$ cat config.mk
export PLATFORM = sky130hd
export DESIGN_NAME = trivium
export DESIGN_NICKNAME = d
export VERILOG_FILES = /design/src/rtl/trivium_pkg.sv /design/src/rtl/trivium_round.sv /design/src/rtl/trivium.sv
export SDC_FILE = /design/constraint.sdc
export NUM_CORES = 1
export LEC_CHECK = 0
export CORE_UTILIZATION = 47
export CTS_BUF_LIST = sky130_fd_sc_hd__clkbuf_4 sky130_fd_sc_hd__clkbuf_8
export CTS_CLUSTER_DIAMETER = 30
export DETAILED_ROUTE_END_ITERATION = 6
export PLACE_DENSITY = 0.69
export SKIP_LAST_GASP = 1
export SYNTH_ARGS = -nofsm -noshare
export SYNTH_HDL_FRONTEND = slang
export SYNTH_SLANG_ARGS = --single-unit
$ cat constraint.sdc
create_clock -name clk -period 5.2 [get_ports clk]
set_input_delay 0.52 -clock clk [delete_from_list [all_inputs] [get_ports clk]]
set_output_delay 0.52 -clock clk [all_outputs]
set_load 0.02 [all_outputs]
$ cat src/rtl/trivium_pkg.sv
// Shared constants, tap positions and mode encoding for the Trivium keystream generator.
// State bit s(n) of the algorithm lives at vector index n-1 throughout.
package trivium_pkg;

  localparam int STATE_W       = 288;
  localparam int KEY_W         = 80;
  localparam int IV_W          = 80;
  localparam int WARMUP_ROUNDS = 1152;
  localparam int CNT_W         = 11;
  localparam int IV_OFS        = 93;

  localparam logic [CNT_W-1:0] LAST_ROUND = CNT_W'(WARMUP_ROUNDS - 1);

  // Tap indices (0-based).
  localparam int T1_A = 65,  T1_B = 92,  T1_AND_A = 90,  T1_AND_B = 91,  T1_X = 170;
  localparam int T2_A = 161, T2_B = 176, T2_AND_A = 174, T2_AND_B = 175, T2_X = 263;
  localparam int T3_A = 242, T3_B = 287, T3_AND_A = 285, T3_AND_B = 286, T3_X = 68;

  typedef enum logic [1:0] {IDLE, WARMUP, RUN} mode_t;

  function automatic logic [STATE_W-1:0] load_state(input logic [KEY_W-1:0] key,
                                                    input logic [IV_W-1:0]  iv);
    logic [STATE_W-1:0] st;
    st                  = '0;
    st[KEY_W-1:0]       = key;
    st[IV_OFS +: IV_W]  = iv;
    st[STATE_W-1 -: 3]  = 3'b111;
    return st;
  endfunction

endpackage

$ cat src/rtl/trivium_round.sv
// One combinational Trivium round: produces the shifted state and the output bit z.
module trivium_round
  import trivium_pkg::*;
(
  input  logic [STATE_W-1:0] state,
  output logic [STATE_W-1:0] state_nxt,
  output logic               z
);

  logic t1, t2, t3, t1f, t2f, t3f;

  assign t1 = state[T1_A] ^ state[T1_B];
  assign t2 = state[T2_A] ^ state[T2_B];
  assign t3 = state[T3_A] ^ state[T3_B];
  assign z  = t1 ^ t2 ^ t3;

  assign t1f = t1 ^ (state[T1_AND_A] & state[T1_AND_B]) ^ state[T1_X];
  assign t2f = t2 ^ (state[T2_AND_A] & state[T2_AND_B]) ^ state[T2_X];
  assign t3f = t3 ^ (state[T3_AND_A] & state[T3_AND_B]) ^ state[T3_X];

  // Three shift registers of 93/84/111 bits, each fed by the feedback of another.
  assign state_nxt = {state[286:177], t2f, state[175:93], t1f, state[91:0], t3f};

endmodule

$ cat src/rtl/trivium.sv
// Trivium keystream generator: load, 1152-round warm-up, then one bit per enabled clock.
// Optional TRIVIUM_STATUS_EN macro adds the `ready` status output.
module trivium
  import trivium_pkg::*;
(
  input  logic             clk,
  input  logic             rst,
  input  logic             init,
  input  logic             enable,
  input  logic [KEY_W-1:0] key,
  input  logic [IV_W-1:0]  iv,
  output logic             keystream_bit
`ifdef TRIVIUM_STATUS_EN
  ,
  output logic             ready
`endif
);

  mode_t              mode, mode_nxt;
  logic [CNT_W-1:0]   cnt, cnt_nxt;
  logic [STATE_W-1:0] st, st_nxt, st_rnd;
  logic               z, ks_nxt;

  trivium_round u_round (
    .state     (st),
    .state_nxt (st_rnd),
    .z         (z)
  );

  always_comb begin
    mode_nxt = mode;
    cnt_nxt  = cnt;
    st_nxt   = st;
    ks_nxt   = keystream_bit;
    if (init) begin
      st_nxt   = load_state(key, iv);
      mode_nxt = WARMUP;
      cnt_nxt  = '0;
      ks_nxt   = 1'b0;
    end else begin
      case (mode)
        WARMUP: begin
          st_nxt = st_rnd;
          // Counter parks at the last round instead of wrapping.
          if (cnt == LAST_ROUND) mode_nxt = RUN;
          else                   cnt_nxt  = cnt + 1'b1;
        end
        RUN: begin
          if (enable) begin
            st_nxt = st_rnd;
            ks_nxt = z;
          end
        end
        default: ;
      endcase
    end
  end

  always_ff @(posedge clk or negedge rst) begin
    if (!rst) begin
      mode          <= IDLE;
      cnt           <= '0;
      st            <= '0;
      keystream_bit <= 1'b0;
    end else begin
      mode          <= mode_nxt;
      cnt           <= cnt_nxt;
      st            <= st_nxt;
      keystream_bit <= ks_nxt;
    end
  end

`ifdef TRIVIUM_STATUS_EN
  assign ready = (mode == RUN);
`endif

endmodule

==> results.py, run 1 <==
metrics = {
    "worst_setup_path": {
        "reg2reg_slack_ps": 2730,
        "worstSetupPathType": "flip-flop to flip-flop",
        "reg2reg_depth": 5,
        "worst-path-buf-inv": 1,
        "critical_path_required_ps": 5690,
        "end_kind": "flip-flop",
        "timing.rr.start": "mode[0]",
        "startpoint_type": "flip-flop",
        "crit_chain": "nor2b_1, or3_4, buf_4, nand3_1, nand2_1",
        "cpPeakStageDelay_ps": 780,
        "cp.arrival_ps": 2950,
        "worst-path-max-fanout": 88,
        "reg2reg_to": "st[182]",
        "crit_family": "simple AND/OR/NAND/NOR gates",
        "cp_slowest_cell": "or3_4",
    },
    "cells_and_area": {
        "area_delta_synth_final_pct": 24.1,
        "drive_gt1_share_pct": 9.26,
        "fin_nets": 1647,
        "final_util_pct": 59.3,
        "fin_area_um2": 16400,
        "fin_cells": 1914,
    },
    "clocking": {
        "max-clock-path-buffers": 3,
        "cts_setup_buffers": 0,
        "cts.htree.levels": 3,
        "clkSlewWorstSetupHoldPaths_ps": 60,
        "cts_sinks": 302,
        "cts_tree": "yes",
        "clk_latency_ps": 570,
        "root_buffer": "clkbuf_8",
        "numCtsBuffers": 69,
    },
    "grt": {
        "met3_usage_pct": 5.92,
        "grt_util_met1_pct": 26.7,
        "busiest_layer": "met2",
        "grtUsageTotal_pct": 20.0,
        "antenna_found_initial": 2,
        "grtUsageMet2_pct": 30.5,
        "grt_overflow": 0,
        "grt_pass1_vias": 9561,
        "grt_start_max_net_pins": 257,
        "grt_first_pass_wirelength_um": 46800,
    },
    "route": {
        "wire_per_inst_um": 14.2,
        "ant_nets": 0,
        "viasPerCell": 4.99,
        "drt_pass1_iterations": 5,
        "dr_total_vias": 9554,
        "drc": 0,
        "drt_iter0_drc": 692,
        "wl_um": 27200,
    },
    "timing": {
        "final-max-slew-violation-count": 0,
        "relSlewSlack_pct": 34.4,
        "fmax_mhz": 405,
        "rsz0062_at_grt": "no",
        "whs_ps": 434,
        "period_minus_slack_ps": 2470,
        "tightest_slew_ps": 985,
        "setup_ws_ps": 2730,
        "finalCritPeriodShare_pct": 47.5,
        "setup_tns_ps": 0,
        "finClkSkew_ps": 21.3,
        "hold_viol": 0,
        "finalSetupViolations": 0,
    },
    "synth": {
        "ys_ff_latch": 302,
        "synthesis.area_um2": 13200,
        "synth.top_cells.by_area": "dfrtp_1, mux2i_1, nand2_1, nand3_1, o21ai_0",
        "synth_flop_cell": "dfrtp_1",
        "synth_top_area_share_pct": 57.1,
        "synth_nets": 1499,
        "synth-seq-area-share_pct": 57.1,
        "synth_edf_count": 0,
        "yosys.area.top_type": "dfrtp_1",
        "ys_async_sr_fraction_pct": 100,
        "avgSynthCellArea_um2": 9.91,
        "yosysUniqueCellTypes": 38,
        "ys_warn_count": 0,
        "syn_inst": 1334,
    },
    "power": {
        "p_comb_share_pct": 7.0,
        "swShare_pct": 23.7,
        "cell_internal_pwr_mw": 4.47,
        "seq_power_share_pct": 44.0,
        "p_leak_nw": 7.72,
        "finalPower_mw": 5.86,
        "ir_worst_vdd_mv": 0.231,
        "clockPowerShare_pct": 49.0,
        "switchingPower_mw": 1.39,
        "p_per_area_nw_per_um2": 357,
    },
    "floorplan": {
        "die_w_um": 170,
        "num_rows": 61,
        "dieHeight_um": 170,
        "core_region_area_um2": 27700,
        "start_util_pct": 47.7,
        "die_area_um2": 28800,
        "ios": 165,
    },
    "min_path": {
        "hp-class": "primary input to flip-flop",
        "hold_path_end": "cnt[8]",
        "min_path_cells": 2,
        "min_from": "init",
    },
    "placed_design": {
        "pre_cts_slack_ps": 2360,
        "dp_hpwl_um": 16400,
        "place_inst": 1788,
        "place.gp.congestion": 0.765,
        "port_buffers": 164,
        "dpl_cell_area_um2": 14900,
    },
    "status": {
        "status": "finished clean",
    },
    "run": {
        "max_cap_violations": 0,
    },
}
cell usage in the layout, fill, tap and decap left out, drive strengths merged, types with 6 or more instances in the layout:
cell type	count
clkdlybuf4s50	162
dfrtp	302
o21ai	162
mux2i	159
a21oi	6
inv	6
buf	13
nand3	127
nor2	13
clkinv	20
xnor2	12
clkbuf	92
nand2	415
how the worst max path moves through the flow:
stage | cells past startpoint | from | slack, ps | to
global route | 5 | mode[0] | 2530 | st[262]
detailed placement | 6 | enable | 2360 | st[262]
floorplan | 6 | cnt[0] | 3360 | cnt[3]
CTS | 5 | mode[0] | 2760 | st[182]
finish | 5 | mode[0] | 2730 | st[182]
global placement | 6 | enable | 2390 | st[273]
state kept, by name, indices dropped and copies added (netlist names):
register and cells:
st 288, cnt 11, mode 2, keystream_bit 1
power groups by stage:
stage,combinational [mW],sequential [mW],clock (mW)
3_3_place_gp,0.406,2.61,0
3_5_place_dp,0.418,2.61,0
5_1_grt,0.460,2.59,3.06
4_1_cts,0.419,2.58,2.93
2_1_floorplan,0.206,2.59,0
6_report,0.409,2.58,2.87
layer usage:
metal,vias to the layer above,share of wire [%]
met3,43,5.9
met1,4555,45
met2,170,47
met5,-,0
met4,0,2.0
li1,4786,-
cell type report:
type                            count  area [um^2]
Antenna cell                        2         5.00
Clock buffer                       92         1230
Clock inverter                     31          287
Fill cell                        2330        11300
Inverter                            4         16.3
Multi-Input combinational cell    929         5070
Sequential cell                   302         7560
Tap cell                          378          473
Timing Repair Buffer              176         1780
cells in the mapped netlist (2+ instances only):
cell	count
nand2_1	415
dfrtp_1	302
mux2i_1	159
nand3_1	127
o21ai_0	96
o21ai_1	66
clkbuf_1	46
buf_6	24
nor2_1	13
buf_2	12
xnor2_1	12
buf_1	11
a21oi_1	6
buf_4	6
nand4_1	5
xor2_1	5
inv_1	4
a21o_1	2
and3_1	2
nor2b_1	2
o22ai_1	2
cell families (layout without fill, tap and decap cells):
family / Yosys count / count (layout) / share of synthesized area [%]
DFF: 302 / 302 / 57.1
other: 0 / 2 / 0
adders and majority gates: 1 / 1 / 0.0946
AOI/OAI and AO/OA: 178 / 178 / 6.95
and+or+nand+nor: 573 / 573 / 18.0
buffers and inverters: 103 / 303 / 4.57
muxes: 160 / 160 / 12.1
xor gates and xnor gates: 17 / 17 / 1.13
timing repair:
item	CTS	global route
gates resized for setup	0	0
hold buffers	1	0
endpoints found under the hold margin	8	0
(Power assumes the default switching activity.)
==> run 2: changes to the inputs <==
- clock period: 5.2 -> 2.4 ns (I/O delays scaled with it)
==> run 2 against run 1 <==
  * Setup slack got worse by 2300 ps
  * Core utilization increased by 0.80 points
  * Critical path depth is the same
  * Design area increased by 1.3%
  * Sequential share of layout area is 0.61 points lower
  * Fmax increased by 25%
  * Routed wire length rose by 2.7%
  * Register-to-register slack got worse by 2300 ps
  * Power is 110% higher
  * Largest power group unchanged
  * Global-route usage rose by 0.40 points
  * Hold slack worse by 230 ps
  * Clock-buffer cell count decreased by 7
==> results.py, run 2 (synthesis results as in run 1) <==
metrics = {
    "timing": {
        "relSlewSlack_pct": 58.0,
        "finalCritPeriodShare_pct": 82.1,
        "setup_tns_ps": 0,
        "rsz0062_at_grt": "no",
        "hold_viol": 0,
        "setup_ws_ps": 430,
        "finalSetupViolations": 0,
        "fmax_mhz": 508,
        "period_minus_slack_ps": 1970,
        "final-max-slew-violation-count": 0,
        "tightest_slew_ps": 631,
        "finClkSkew_ps": 18.7,
    },
    "cells_and_area": {
        "nFillCells": 2307,
        "fin_nets": 1661,
        "drive_gt1_share_pct": 9.78,
        "largest_reg_flops": 288,
        "top_register": "st",
        "multi_input_area_um2": 5070,
        "final_cell_mix": "nand2_1, dfrtp_1, clkdlybuf4s50_1",
        "fin_cells": 1925,
        "seqCellArea_um2": 7560,
        "reg.largest.list": "st x288, cnt x11, mode x2",
        "final_common_cell": "nand2_1",
        "area_delta_synth_final_pct": 25.8,
        "final_util_pct": 60.1,
    },
    "floorplan": {
        "die_area_um2": 28800,
        "core_region_area_um2": 27700,
        "die_w_um": 170,
        "start_util_pct": 47.7,
        "ios": 165,
        "dieHeight_um": 170,
        "num_rows": 61,
    },
    "clocking": {
        "cts.htree.levels": 2,
        "numCtsBuffers": 61,
        "cts_sinks": 302,
        "root_buffer": "clkbuf_8",
        "cts_resized": 0,
        "cts_tree": "yes",
        "clkSlewWorstSetupHoldPaths_ps": 60,
        "max-clock-path-buffers": 3,
        "clk_latency_ps": 580,
    },
    "worst_setup_path": {
        "cp.arrival_ps": 2430,
        "worst-path-max-fanout": 7,
        "startpoint_type": "flip-flop",
        "worstSetupPathType": "flip-flop to flip-flop",
        "critical_path_required_ps": 2860,
        "end_kind": "flip-flop",
    },
    "route": {
        "drc": 0,
        "drt_pass1_iterations": 4,
        "wire_per_inst_um": 14.5,
        "dr_total_vias": 9663,
        "viasPerCell": 5.02,
        "wl_um": 28000,
        "drt_iter0_drc": 496,
        "ant_nets": 0,
    },
    "placed_design": {
        "pre_cts_slack_ps": 355,
        "port_buffers": 164,
        "place_inst": 1809,
        "dp_hpwl_um": 18000,
        "place.gp.congestion": 0.795,
    },
    "grt": {
        "antenna_found_initial": 3,
        "grtUsageTotal_pct": 20.4,
        "grt_overflow": 0,
        "grt_pass1_vias": 9674,
        "grt_start_max_net_pins": 127,
        "grt_first_pass_wirelength_um": 47600,
    },
    "run": {
        "max_cap_violations": 0,
    },
    "power": {
        "ir_worst_vdd_mv": 0.597,
        "p_per_area_nw_per_um2": 750,
        "p_leak_nw": 7.80,
        "finalPower_mw": 12.5,
    },
    "status": {
        "status": "finished clean",
    },
    "min_path": {
        "hp-class": "primary input to async pin",
    },
}
[run 2: cell count changes in the layout (fill, tap and decap cells not counted), sizes merged]
cell / change
buf: +21
clkbuf: -7
clkinv: -7
clkinvlp: +3
inv: -3
bufinv: +2
diode: +1
dlygate4sd3: +1
[run 2: power by group]
| part | total (mW) | switching [mW] | internal [mW] |
|---|---|---|---|
| clock network | 5.97 | 2.27 | 3.70 |
| registers | 5.57 | 0.176 | 5.40 |
| logic | 0.932 | 0.419 | 0.513 |
| total | 12.5 | 2.87 | 9.61 |
[run 2: per-stage QoR]
step           hold WS [ps]  cell area, um^2
2_1_floorplan         -55.6            13200
3_3_place_gp            250            15200
3_5_place_dp            254            15200
4_1_cts                 241            16600
5_1_grt                 275            16600
6_report                209            16600
[run 2: path summary, 6_finish.rpt]
path                       startpoint      end  slack (ps)  depth (start not counted)
max                            cnt[0]   cnt[3]         430                          5
min                               rst  st[111]         210                          2
max reg2reg                    cnt[0]   cnt[3]         430                          5
min reg2reg                   st[248]  st[248]         460                          2
max in group asynchronous         rst   st[42]        1350                          3
min in group clk              key[76]   st[76]         290                          3
[run 2: timing repair]
action / 4_1_cts / 5_1_grt
endpoints found under the hold margin: 78 / 0
setup buffers: 0 / 0
hold buffers: 2 / 0
[run 2: area by class of cell]
| cell class | instances | area share (%) |
|---|---|---|
| diodes | 3 | 0.0451 |
| clock inverters | 26 | 1.90 |
| flip-flops and latches | 302 | 45.4 |
| well taps | 378 | 2.84 |
| inverters | 4 | 0.0978 |
| clock buffers | 85 | 6.77 |
| multi-input cells | 929 | 30.5 |
| repair buffers | 198 | 12.5 |
[run 2: critical path, stage by stage, from the launching register on]
cell	delay, ps
dfrtp_1	420
ha_1	260
and3_1	260
a31oi_2	420
nand4_1	160
mux2_1	320
[run 2: layer usage]
metal	global-route usage (%)	routed length (um)	vias to the layer above
met4	6.31	616	0
met2	32.9	13200	179
met3	5.48	1630	52
met1	26.7	12500	4622
met5	0	0	-
li1	-	-	4810
